--- config.mk ---
export PLATFORM = sky130hd
export DESIGN_NAME = conf_int_mac_pipe
export DESIGN_NICKNAME = d
export VERILOG_FILES = /design/src/rtl/conf_int_mac_pipe.sv
export SDC_FILE = /design/constraint.sdc
export NUM_CORES = 2
export LEC_CHECK = 0
export BUFFER_PORTS_ARGS = -buffer_cell sky130_fd_sc_hd__buf_2
export CAP_MARGIN = 20
export CORE_MARGIN = 8
export CORE_UTILIZATION = 45
export CTS_BUF_LIST = sky130_fd_sc_hd__clkbuf_4
export DETAILED_ROUTE_END_ITERATION = 6
export PLACE_DENSITY = 0.59
export SYNTH_ARGS = -nofsm -noshare
export SYNTH_HDL_FRONTEND = slang
export SYNTH_SLANG_ARGS = --single-unit
--- constraint.sdc ---
create_clock -name clk -period 7.48 [get_ports clk]
set_input_delay 0.748 -clock clk [delete_from_list [all_inputs] [get_ports clk]]
set_output_delay 0.748 -clock clk [all_outputs]
set_load 0.005 [all_outputs]
--- src/rtl/conf_int_mac_pipe.sv ---
// Pipelined signed multiply-accumulate with optional operand LSB masking and a
// held result handshake. Define CONF_INT_MAC_SAT_EN to saturate the result instead of wrapping it.
module conf_int_mac_pipe #(
    parameter int DATA_PATH_BITWIDTH = 24,
    parameter int APX_BITS           = 8,
    parameter int ACC_LEN            = 8,
    parameter int SHIFT              = 11,
    parameter int OUT_BITWIDTH       = 32
) (
    input  logic                          clk,
    input  logic                          rstP,
    input  logic [DATA_PATH_BITWIDTH-1:0] a,
    input  logic [DATA_PATH_BITWIDTH-1:0] b,
    input  logic                          rapx,
    input  logic                          in_valid,
    input  logic                          in_last,
    output logic                          in_ready,
    output logic                          out_valid,
    input  logic                          out_ready,
    output logic [OUT_BITWIDTH-1:0]       p,
    output logic [2:0]                    state_out
);

    localparam int DW     = DATA_PATH_BITWIDTH;
    localparam int PROD_W = 2 * DW;
    localparam int CNT_W  = $clog2(ACC_LEN);
    localparam int ACC_W  = PROD_W + CNT_W;
    localparam int EXT_W  = ((ACC_W > OUT_BITWIDTH) ? ACC_W : OUT_BITWIDTH) + 1;

    localparam logic [DW-1:0]    APX_MASK = {DW{1'b1}} << APX_BITS;
    localparam logic [CNT_W-1:0] CNT_MAX  = CNT_W'(ACC_LEN - 1);

    typedef enum logic [2:0] {
        IDLE   = 3'd0,
        ACC    = 3'd1,
        FLUSH1 = 3'd2,
        FLUSH2 = 3'd3,
        HOLD   = 3'd4
    } state_t;

    state_t                    state_q, state_d;
    logic [CNT_W-1:0]          cnt_q, cnt_d;
    logic [2:1]                vld_pipe_q, vld_pipe_d;
    logic [2:1]                last_pipe_q, last_pipe_d;
    logic signed [DW-1:0]      a_q, a_d, b_q, b_d;
    logic signed [PROD_W-1:0]  prod_q, prod_d;
    logic signed [ACC_W-1:0]   acc_q, acc_d;
    logic [OUT_BITWIDTH-1:0]   p_q, p_d;
    logic                      out_valid_q, out_valid_d;

    logic                      accept;
    logic                      final_beat;
    logic signed [ACC_W-1:0]   sum;
    logic signed [EXT_W-1:0]   sum_ext;
    logic signed [EXT_W-1:0]   shifted;
    logic [OUT_BITWIDTH-1:0]   res;

    assign in_ready   = (state_q == IDLE) || (state_q == ACC);
    assign accept     = in_valid && in_ready;
    assign final_beat = in_last || (cnt_q == CNT_MAX);
    assign out_valid  = out_valid_q;
    assign p          = p_q;
    assign state_out  = state_q;

    // Final reduction: the last product is folded in combinationally so the
    // result lands in p on the same edge the accumulator clears.
    always_comb begin
        sum     = acc_q + $signed({{CNT_W{prod_q[PROD_W-1]}}, prod_q});
        sum_ext = $signed({{(EXT_W-ACC_W){sum[ACC_W-1]}}, sum});
        shifted = sum_ext >>> SHIFT;
`ifdef CONF_INT_MAC_SAT_EN
        if (shifted > $signed({{(EXT_W-OUT_BITWIDTH+1){1'b0}}, {(OUT_BITWIDTH-1){1'b1}}}))
            res = {1'b0, {(OUT_BITWIDTH-1){1'b1}}};
        else if (shifted < $signed({{(EXT_W-OUT_BITWIDTH+1){1'b1}}, {(OUT_BITWIDTH-1){1'b0}}}))
            res = {1'b1, {(OUT_BITWIDTH-1){1'b0}}};
        else
            res = OUT_BITWIDTH'(shifted);
`else
        res = OUT_BITWIDTH'(shifted);
`endif
    end

    always_comb begin
        state_d = state_q;
        cnt_d   = cnt_q;
        case (state_q)
            IDLE: if (accept) state_d = final_beat ? FLUSH1 : ACC;
            ACC:  if (accept && final_beat) state_d = FLUSH1;
            FLUSH1: state_d = FLUSH2;
            FLUSH2: state_d = HOLD;
            HOLD: if (out_ready) state_d = IDLE;
            default: state_d = IDLE;
        endcase
        if (accept) cnt_d = final_beat ? '0 : cnt_q + 1'b1;
    end

    always_comb begin
        vld_pipe_d  = {vld_pipe_q[1], accept};
        last_pipe_d = {last_pipe_q[1], accept && final_beat};
        a_d         = a_q;
        b_d         = b_q;
        prod_d      = prod_q;
        acc_d       = acc_q;
        p_d         = p_q;
        out_valid_d = out_valid_q;
        if (accept) begin
            a_d = $signed(rapx ? (a & APX_MASK) : a);
            b_d = $signed(rapx ? (b & APX_MASK) : b);
        end
        if (vld_pipe_q[1]) prod_d = a_q * b_q;
        if (vld_pipe_q[2]) begin
            if (last_pipe_q[2]) begin
                p_d         = res;
                acc_d       = '0;
                out_valid_d = 1'b1;
            end else begin
                acc_d = sum;
            end
        end
        if (state_q == HOLD && out_ready) out_valid_d = 1'b0;
    end

    always_ff @(posedge clk) begin
        if (rstP) begin
            state_q     <= IDLE;
            cnt_q       <= '0;
            vld_pipe_q  <= '0;
            last_pipe_q <= '0;
            a_q         <= '0;
            b_q         <= '0;
            prod_q      <= '0;
            acc_q       <= '0;
            p_q         <= '0;
            out_valid_q <= 1'b0;
        end else begin
            state_q     <= state_d;
            cnt_q       <= cnt_d;
            vld_pipe_q  <= vld_pipe_d;
            last_pipe_q <= last_pipe_d;
            a_q         <= a_d;
            b_q         <= b_d;
            prod_q      <= prod_d;
            acc_q       <= acc_d;
            p_q         <= p_d;
            out_valid_q <= out_valid_d;
        end
    end

endmodule
# Yosys cells after proc, flatten, opt, wreduce, memory -nomap -nowiden
# Index checks and enable logic that the tools add are counted.
[totals]
register_bits = 190
latch_bits = 0
ramBits = 0
rom_bits = 0
output_inout_bits = 37
memories = 0
[op_classes]
add_sub_neg = 2
n_mul = 1
div = 0
magnitude_cmp = 0
n_eq_ne = 8
shift = 0
n_mux = 9
n_bitwise = 0
n_reduce_logical = 9
[ops]
columns = ["cell", "count"]
rows = [
  ["adder 51 x 48 -> 51 bit", 1],
  ["2-to-1 mux 51 bit", 1],
  ["multiplier 24 x 24 -> 48 bit", 1],
  ["2-to-1 mux 8 bit", 2],
  ["case mux 3 bit (5 select lines)", 1],
  ["2-to-1 mux 3 bit", 4],
  ["equality test 3 x 2 -> 1 bit (second input constant)", 2],
  ["equality test 3 bit (second input constant)", 2],
  ["inequality test 2 bit (second input constant)", 3],
  ["adder 3 x 1 -> 3 bit (second input constant)", 1],
  ["equality test 3 x 1 -> 1 bit (second input constant)", 1],
  ["logical AND 1 bit", 3],
  ["logical NOT 3 bit", 1],
  ["AND reduction 3 bit", 1],
  ["logical OR 1 bit", 2],
  ["2-to-1 mux 2 bit", 1],
  ["AND reduction 2 bit", 1],
  ["OR reduction 2 bit", 1],
]

# Depth between registers and ports, before layout
[logic_depth]
word_depth = 6
mapped_depth = 27
ltp_nobuf = 25

# Worst setup path before layout
# Ideal clock, no wire load.
[synth_path]
path_kind = "reg2reg"
from = "register b_q[4]"
to = "register prod_q[39]"
arrival_ps = 6636
required_time_ps = 7359
slack_ps = 723
path_stages_with_launch = 26
n_path_buf = 2
period_less_slack_ps = 6757
path_cell_list = "dfxtp_1 -> clkbuf_1 -> clkbuf_1 -> nand2_1 -> fa_1 -> inv_1 -> fa_1 -> inv_1 -> fa_1 -> fa_1 -> inv_1 -> fa_1 -> fa_1 -> inv_1 -> fa_1 -> inv_1 -> ha_1 -> and3_4 -> nand2_2 -> or3_4 -> a2111oi_4 -> nor3_1 -> o31ai_2 -> a31oi_1 -> xor2_1 -> o21ai_1"
[synth_between]
elab_chain_len = 1
[synth_rtl]
columns = ["item", "line", "rtl"]
rows = [
  ["start, declared", "45", "logic signed [DW-1:0] a_q, a_d, b_q, b_d;"],
  ["start signal, assigned", "130", "b_q <= '0;"],
  ["start signal, assigned", "141", "b_q <= b_d;"],
  ["multiplier 24 x 24 -> 48 bit", "110", "if (vld_pipe_q[1]) prod_d = a_q * b_q;"],
  ["end signal, assigned", "142", "prod_q <= prod_d;"],
  ["end, declared", "46", "logic signed [PROD_W-1:0] prod_q, prod_d;"],
]
# No other way between the ends.
# A chain may end at the register's enable or synchronous reset.

# Final worst setup path
[layout_path]
from = "register b_q[15]"
to = "register prod_q[39]"
# The elaborated chain is that of the path after synthesis.

==> impl_results.md <==
* Placed Instance Area at roughly 0.03 mm^2
* Unique cell type count in the Yosys netlist at 90
* Core ar. at roughly 0.063 mm^2
* Cell family with most CP delay: adder cells
* Post-DP HPWL at 65.1 mm
* Top Usage Layer GRT: met2
* Area leader, netlist: fa_1
* Internal power at about 1.7 mW
* Hold slack at roughly 0.2 ns
* CP max stage delay at 0.65 ns
* TritonCTS buffer count at 17
* Post-synthesis cell area at ~0.028 mm^2
* Clock Latency Late Sink at 0.74 ns
* Met1 Usage GRT at 0.330
* Post-Syn Instances at ~3200
* Finish-stage setup viols at 0
* Most frequent cell after synthesis: inv_1
* Setup WS pre-CTS at between 0.2 and 0.25 ns
* TritonCTS clock tree: done
* Chip height at approximately 270 um
* Std-Cell Rows at 92
* Vias in the first global route at around 23000
* Setup total negative slack at 0 ns
* Final clock skew at roughly 0.063 ns
* Net count, final at 3987
* Sw frac at 0.448
* Clock share of power at 0.194
* Post-CTS Setup Bufs at 0
* Combinational power share at 0.449
* Flops & latches, synth at about 180
* Gpl congestion at about 0.94
* Area grow syn2layout at 6.79%
* Mapped Nets at a little under 4000
* GRT Overall Usage at 0.228
* Crit path time final at roughly 7 ns
* Routed Antenna Nets at 0
* WL/cell at 19.0 um
* Slew headroom at 0.264
* Critical path type: flop to flop
* Hold Buf Count CTS at 0
* Ratio of cells with drive above 1 in the final layout at 0.0854
* Worst-path fanout max at 10
* Critical Path RT at around 8.1 ns
* Power per Cell Area at ~99 mW/mm^2
* Clock buffer depth at 2
* Post-route cell area at slightly above 0.03 mm^2
* CTS Sinks at approximately 180
* Psw at between 1 and 1.5 mW
* Drt pass-1 iters at 6
* Number of flops mapped to enable cells by yosys at 0
* Ranking of synthesized cells by area: fa_1 39%, dfxtp_1 13%, inv_1 7.7%
* Status: complete, no violations
* Wire length of the first global-routing pass at approximately 130 mm
* WP buf/inv at 4
* Min-delay worst type: primary input to flop
* Worst VDD drop at 0.120 mV
* Synth top area share at 0.392
* Setup ws final at approximately 0.27 ns
* Master of the slowest instance on the critical path: dfxtp_1
* Slew Viols, Final at 0
* Max-cap check violation count at 0
* Slew of the pin with the lowest slew margin at roughly 1.1 ns
* Clk slew on worst S/H paths at around 0.21 ns
* Post-synth top cells: 578 x inv_1, 555 x fa_1, 448 x nand2_1
* Crit path arrival time at between 7 and 8 ns
* Via Count at 21400
* Port Buffer Count at 90
* Routed WL at about 77 mm
* H-tree depth at 4
* Highest clock rate at around 0.14 GHz
* Cell mode on critical path: fa_1
* DIE WIDTH at ~270 um
* Syn_area_per_cell at a little under 9 um^2
* Root buf cell: clkbuf_4
* Grt total ovfl at 0
* Post-synth ARST share at 0
* Crit-path cells: buf_4 > nand2_1 > fa_1 > inv_1 > fa_1 > fa_1 > fa_1 > fa_1 > fa_1 > inv_1 > fa_1 > inv_1 > ha_1 > and3_4 > nand2_2 > or3_4 > a2111oi_4 > nor3_1 > o31ai_2 > a31oi_1 > xor2_1 > o21ai_1
* Lkg Pwr at between 10 and 15 nW
* Top FF cell, synth: dfxtp_1
* Register area share after synthesis at 0.125
* Initial antenna violation count at 3
* GR Util met3 at 0.0396
* Drt drc at 0
* Sequential Power Share at 0.358
* Initial Util at 0.452
* Die area at between 0.07 and 0.08 mm^2
* # resized after CTS at 0
* Unrepaired setup endpoints after global routing: yes
* Worst setup SP type: flop
* YS warnings at 0
* Initial DRC count at between 1500 and 2000
* Period utilization at 0.964
* I/O pin total at roughly 90
* Setup crit end kind: flop
* Pin count of the biggest net entering global routing at roughly 120
* Grt met2 use at 0.358
* Final Hold Fails at 0
* Vias/cell at between 5 and 6
-- worst reg2reg max path, stage by stage, from the launching register on --
cell,delay (ns)
dfxtp_1,0.65
buf_4,0.25
nand2_1,0.09
fa_1,0.55
inv_1,0.05
fa_1,0.48
fa_1,0.65
fa_1,0.47
fa_1,0.48
fa_1,0.51
inv_1,0.05
fa_1,0.52
inv_1,0.06
ha_1,0.29
and3_4,0.23
nand2_2,0.08
or3_4,0.43
a2111oi_4,0.40
nor3_1,0.16
o31ai_2,0.30
a31oi_1,0.14
xor2_1,0.17
o21ai_1,0.07
-- stage by stage --
stage,power (mW),util,std cells
4_1_cts,3.03,0.482,4065
2_1_floorplan,1.95,-,3172
3_5_place_dp,2.41,0.478,4033
5_1_grt,3.23,0.483,4068
3_3_place_gp,2.41,0.478,4032
6_report,3.00,0.483,4068
-- cells in the final DEF (no fill, tap or decap), types with 12 or more instances in the layout --
cell type / Yosys / layout
a211oi_1: 13 / 13
a21o_1: 33 / 33
a21oi_1: 137 / 137
a22o_1: 25 / 25
a22oi_1: 24 / 24
a31oi_1: 21 / 21
and2_1: 280 / 280
buf_2: 5 / 89
buf_4: 0 / 90
clkbuf_4: 0 / 18
dfxtp_1: 177 / 152
dfxtp_2: 0 / 25
fa_1: 555 / 555
ha_1: 172 / 172
inv_1: 578 / 578
mux2i_1: 23 / 23
nand2_1: 448 / 448
nand2b_1: 12 / 12
nand3_1: 28 / 28
nand4_1: 13 / 13
nor2_1: 121 / 121
nor2b_1: 29 / 29
nor3_1: 18 / 17
o21a_1: 14 / 14
o21ai_0: 35 / 35
xnor2_1: 58 / 58
xor2_1: 27 / 27
-- power by group through the flow --
stage / clock network, mW / registers, mW / logic (mW)
final: 0.581 / 1.07 / 1.35
after global routing: 0.643 / 1.08 / 1.51
after CTS: 0.606 / 1.07 / 1.35
after detailed placement: 0 / 1.09 / 1.32
after global placement: 0 / 1.09 / 1.32
after floorplan: 0 / 1.03 / 0.921
-- cell families after synthesis --
family,after synthesis,share of synthesized area
and+or+nand+nor,1011,0.174
adders and majority gates,727,0.468
muxes,23,0.00813
DFF,177,0.125
buffers and inverters,746,0.0991
xor gates and xnor gates,85,0.0263
AOI/OAI and AO/OA,403,0.0988
-- path summary, 6_finish.rpt --
check | from | endpoint | slack [ns] | cells after the start
worst min-delay path | b[7] | b_q[7] | 0.20 | 2
worst min register to register | last_pipe_q[1] | last_pipe_q[2] | 0.46 | 1
worst max register to register | b_q[15] | prod_q[39] | 0.27 | 22
worst max-delay path | b_q[15] | prod_q[39] | 0.27 | 22
-- flip-flops by register name, indices dropped and copies added, names as in the netlist, 2 cells and up --
signal / flops
last_pipe_q: 2
acc_q: 43
b_q: 24
vld_pipe_q: 2
cnt_q: 3
prod_q: 43
a_q: 24
state_out: 3
p: 32
-- layout make-up --
class / instances / area (um^2)
well taps: 846 / 1060
inverters: 579 / 2170
repair buffers: 182 / 1180
clock inverters: 14 / 126
diodes: 3 / 7.51
flip-flops and latches: 177 / 3570
clock buffers: 18 / 135
multi-input cells: 2249 / 22000
fillers: 6078 / 32400
-- per-layer routing --
metal  vias up  wire, um
met4         2      1140
met2       620     34900
li1       9859         -
met3        76      5240
met5         -         9
met1     10800     36200
(Power assumes the default switching activity.)
